File: src/rtl/universal_down_counter.sv
// Loadable, cascadable down counter with borrow-out.
// One-shot or auto-reload; chain stages via bout -> count.
module universal_down_counter #(
    parameter int WIDTH = 4
) (
    input  logic             clk,
    input  logic             reset,
    input  logic [WIDTH-1:0] din,
    input  logic             load,
    input  logic             count,
    input  logic             reload_en,
    output logic [WIDTH-1:0] acount,
    output logic             bout,
    output logic             done
);

    typedef enum logic [1:0] {
        IDLE,
        RUN,
        EXPIRED
    } state_t;

    state_t           state;
    state_t           state_nx;
    logic [WIDTH-1:0] acount_nx;
    logic [WIDTH-1:0] reload_q;
    logic [WIDTH-1:0] reload_nx;
    logic             done_nx;
    logic             zero;

    assign zero = (acount == '0);
    assign bout = (state == RUN) & count & zero & ~load;

    always_comb begin
        state_nx  = state;
        acount_nx = acount;
        reload_nx = reload_q;
        done_nx   = done;
        if (load) begin
            acount_nx = din;
            reload_nx = din;
            state_nx  = RUN;
            done_nx   = 1'b0;
        end else if (state == RUN && count) begin
            if (!zero) begin
                acount_nx = acount - 1'b1;
            end else if (reload_en) begin
                acount_nx = reload_q;
            end else begin
                state_nx = EXPIRED;
                done_nx  = 1'b1;
            end
        end
    end

    // Reset is synchronous: it only takes effect on a clk edge.
    always_ff @(posedge clk) begin
        if (!reset) begin
            state    <= IDLE;
            acount   <= '0;
            reload_q <= '0;
            done     <= 1'b0;
        end else begin
            state    <= state_nx;
            acount   <= acount_nx;
            reload_q <= reload_nx;
            done     <= done_nx;
        end
    end

endmodule

File: config.mk
export PLATFORM = sky130hd
export DESIGN_NAME = universal_down_counter
export DESIGN_NICKNAME = d
export VERILOG_FILES = /design/src/rtl/universal_down_counter.sv
export SDC_FILE = /design/constraint.sdc
export NUM_CORES = 1
export LEC_CHECK = 0
export CORE_AREA = 5 5 42 44
export CTS_CLUSTER_SIZE = 25
export DETAILED_ROUTE_END_ITERATION = 10
export DIE_AREA = 0 0 47 49
export GPL_TIMING_DRIVEN = 0
export PLACE_DENSITY_LB_ADDON = 0.1
export SYNTH_ARGS = -nofsm -noshare
export SYNTH_HDL_FRONTEND = slang
export SYNTH_SLANG_ARGS = --single-unit
File: constraint.sdc
create_clock -name clk -period 2.3 [get_ports clk]
set_clock_uncertainty 0.2 [all_clocks]
set_input_delay 0.23 -clock clk [delete_from_list [all_inputs] [get_ports clk]]
set_output_delay 0.23 -clock clk [all_outputs]
set_load 0.05 [all_outputs]
## Word level (Yosys, flattened, before mapping)

Cells that the tools add are included.

| operators by class | value |
|---|---|
| $add $sub $neg | 1 |
| equal/unequal tests | 3 |
| mux-type cells | 8 |
| bitwise operators | 6 |
| reductions and logical operators | 8 |

Operator list:

| cell | count |
|---|---|
| $mux W4 | 4 |
| $reduce_and A3 Y1 | 2 |
| $logic_not A4 Y1 | 1 |
| $mux W1 | 4 |
| $reduce_bool A2 Y1 | 2 |
| $sub A4 B1 Y4 const B | 1 |
| $and A1 B1 Y1 | 3 |
| $ne A3 B3 Y1 const B | 1 |
| $not A1 Y1 | 3 |
| $eq A2 B1 Y1 const B | 1 |
| $ne A2 B2 Y1 const B | 1 |
| $reduce_and A2 Y1 | 1 |
| $reduce_or A2 Y1 | 1 |
| $logic_and A1 B1 Y1 | 1 |

| storage, ports and cells | value |
|---|---|
| bits in registers | 10 |
| input port bits | 9 |
| word-level logic and storage cells | 30 |

## Logic depth before layout (Yosys ltp)

| logic depth | value |
|---|---|
| depth after elaboration | 4 |
| mapped depth | 5 |
| mapped depth without buffers | 5 |

## Least setup slack after synthesis

Ideal clock, no wire load.

| timing path | value |
|---|---|
| kind | register to output |
| start | reg acount[0] |
| end | out bout |
| data arrival time | 1.729 ns |
| setup slack | 0.141 ns |
| cell stages (with the launch flop) | 5 |
| path buffers | 0 |
| cell sequence | dfxtp_1 -> inv_1 -> ha_1 -> nor3b_1 -> and3_1 |

| between the ends | value |
|---|---|
| cells in the longest elaborated chain, start to end | 3 |

RTL lines:

| what | line | text |
|---|---|---|
| start: declaration | 12 | `output logic [WIDTH-1:0] acount,` |
| start signal: assignment | 65 | `acount <= acount_nx;` |
| $logic_not A4 Y1 | 31 | `assign zero = (acount == '0);` |
| $and A1 B1 Y1 (2 in series) | 32 | `assign bout = (state == RUN) & count & zero & ~load;` |
| end: declaration | 13 | `output logic bout,` |

No other way between the ends.

## Worst setup path after layout

Ends and elaborated chain as after synthesis.

==> metrics.yaml <==
rows: 14
synth_seq_cells: 10
dieWidth_um: 47
setup_slack_ns: 0.108
regToRegStartpoint: "acount[0]"
synth_largest_area_cell: "dfxtp_1"
clk_pin_slew_ns: 0.06
syn_inst: 60
grt_pass1_vias: 489
fin_cells: 93
synth_area_leaders: "dfxtp_1 (36%), mux2i_1 (11%), nor2b_1 (4.5%)"
worstSkewPairLatency_ns: 0.26
start_util: 0.394
cp_max_fo: 6
rsz0062_at_grt: "false"
min_to: "state[0]"
drc: 0
syn_avg_cell_area_sq_um: 9.20
gp_congestion: 0.760
grt_max_degree: 11
setup_viol_count_final: 0
drt_pass1_iterations: 4
root_buffer: "clkbuf_4"
fin_crit_sh: 0.953
cp_cell_sequence: "inv_1 > ha_1 > nor3b_4 > and3_1 > clkdlybuf4s15_2"
fmax_mhz: 456
period_minus_slack_ns: 2.19
crit_arrival_ns: 1.76
cts_hold_buf: 0
worst_path_max_delay_cell: "clkdlybuf4s15_2"
n_antenna_cell: 0
min-delay-start: "state[0]"
cts_sinks: 10
htree_levels: 1
post_drt_wl_per_cell_um: 13.2
globalRouteTotalUtil: 0.124
reg2regPathDepth: 5
slowest_delay_ns: 0.37
place_ws_ns: -0.235
peakVddDrop_uv: 248
status: "finished clean"
area_delta_synth_final_pct: 35.4
synth_top_area_frac: 0.363
detail-route-antenna-nets: 0
hpwl_um: 915
cts_tree: "done"
dp_cells: 90
drt_iter0_markers: 6
via_count: 512
ios: 15
worst_pin_slew_ns: 0.575
wl_um: 1220
dpl_cell_area_sq_um: 712
hold_violations: 0
required_ns: 1.87
post-cts-setup-buffers: 0
fin_nets: 89
syn-cell-area_sq_um: 552
r2r-end: "acount[1]"
io_buffer_count: 14
yosysUniqueCellTypes: 27
core_sq_um: 1400
regToRegSetupSlack_ns: 0.37
design_area_sq_um: 747
antenna_found_initial: 0
cap_violations: 0
synth-seq-area-share: 0.363
dieArea_sq_um: 2300
p_leak_uw: 0.000301
crit_path_start_kind: "flop"
hold_depth: 2
p_per_area_nw_per_um2: 591
fin_hold_ws_ns: 0.284
slew_viol_final: 0
maxSlewHeadroom: 0.616
crit_type: "reg2out"
via_per_inst: 5.51
clockBufferDepth: 2
ys_warn_count: 0
cp-end-kind: "output port"
cts_inserted_buffers: 3
dieHeight_um: 49
grt-ovfl-total: 0
drive_above_1_share: 0.117
hold_class: "reg2reg"
grt_pass1_wl_um: 2120
syn_nets: 70
[logic make-up (layout without fill, tap and decap cells)]
| kind of cell | Yosys count | count (layout) | share of synthesized area |
|---|---|---|---|
| flip-flops | 10 | 10 | 0.363 |
| AND/OR/NAND/NOR | 19 | 19 | 0.240 |
| adder cells (fa/ha/maj) | 1 | 1 | 0.0227 |
| buffers and inverters | 8 | 25 | 0.0544 |
| AO/OA/AOI/OAI | 16 | 16 | 0.211 |
| multiplexers | 6 | 6 | 0.109 |
[layer usage]
| metal | share of wire | GRT usage | routed length (um) |
|---|---|---|---|
| met5 | 0 | 0 | 0 |
| met4 | 0 | 0.0461 | 0 |
| met3 | 0.065 | 0.0443 | 79 |
| met2 | 0.47 | 0.176 | 580 |
| met1 | 0.46 | 0.167 | 565 |
[per-stage QoR]
stage | setup TNS, ns | total power [uW] | utilization
after global routing | 0 | 471 | 0.533
after CTS | 0 | 444 | 0.529
after global placement | -0.238 | 324 | 0.508
final | 0 | 442 | 0.533
after floorplan | 0 | 282 | -
after detailed placement | -0.235 | 324 | 0.508
[cell usage after synthesis]
cell type  number
a211oi_1        2
a211oi_2        1
a21oi_1         3
a311oi_1        2
and3_1          1
and3_4          1
and3b_1         1
clkbuf_1        3
dfxtp_1        10
ha_1            1
inv_1           5
mux2i_1         6
nand2_1         3
nand2b_1        2
nand3b_1        1
nor2_1          1
nor2b_1         4
nor3b_1         1
nor4_1          1
nor4b_1         1
o211a_1         1
o211ai_1        1
o21ai_0         4
o311a_1         1
o32ai_1         1
or4b_2          1
or4b_4          1
[critical path: cells and delay by family, from the launching register on]
kind                     cells  cell delay (ns)
flip-flops                   1             0.35
buffers and inverters        2             0.45
adder cells (fa/ha/maj)      1             0.25
AND/OR/NAND/NOR              2             0.45
[how the worst max path moves through the flow]
stage,start,endpoint,slack [ns],depth (start not counted)
2_1_floorplan,acount[0],bout,0.14,4
3_3_place_gp,count,bout,-0.24,5
3_5_place_dp,count,bout,-0.23,5
4_1_cts,acount[0],bout,0.07,5
5_1_grt,acount[0],bout,0.01,5
6_report,acount[0],bout,0.11,5
[registers in the layout, summed over array words and instances, names as in the netlist]
name / count
state: 2
reload_q: 4
acount: 4
[timing repair]
action,CTS,global route
cloned,0,0
pin swaps,0,0
gates resized for setup,4,1
endpoints found under the setup margin,1,1
[cell type report]
cell class,instances,area [sq um]
tap,16,20.0
sequential,10,200
timing repair buffer,14,141
inverter,5,18.8
clock buffer,3,22.5
fill,136,654
buffer,3,11.3
multi-input combinational,42,333
[placed cells by master, fill, tap and decap left out, drive strengths merged, types with 2 or more instances in the layout]
master          n
nand2           3
clkdlybuf4s50  13
a21oi           3
dfxtp          10
a311oi          2
clkbuf          6
or4b            2
inv             5
nor2b           4
and3            2
nand2b          2
a211oi          3
mux2i           6
o21ai           4
[power by group]
part	switching (uW)	internal (uW)
sequential	14.4	185
clock	56.7	60.3
combinational	65.7	59.1
total	137	305
(Power assumes the default switching activity.)
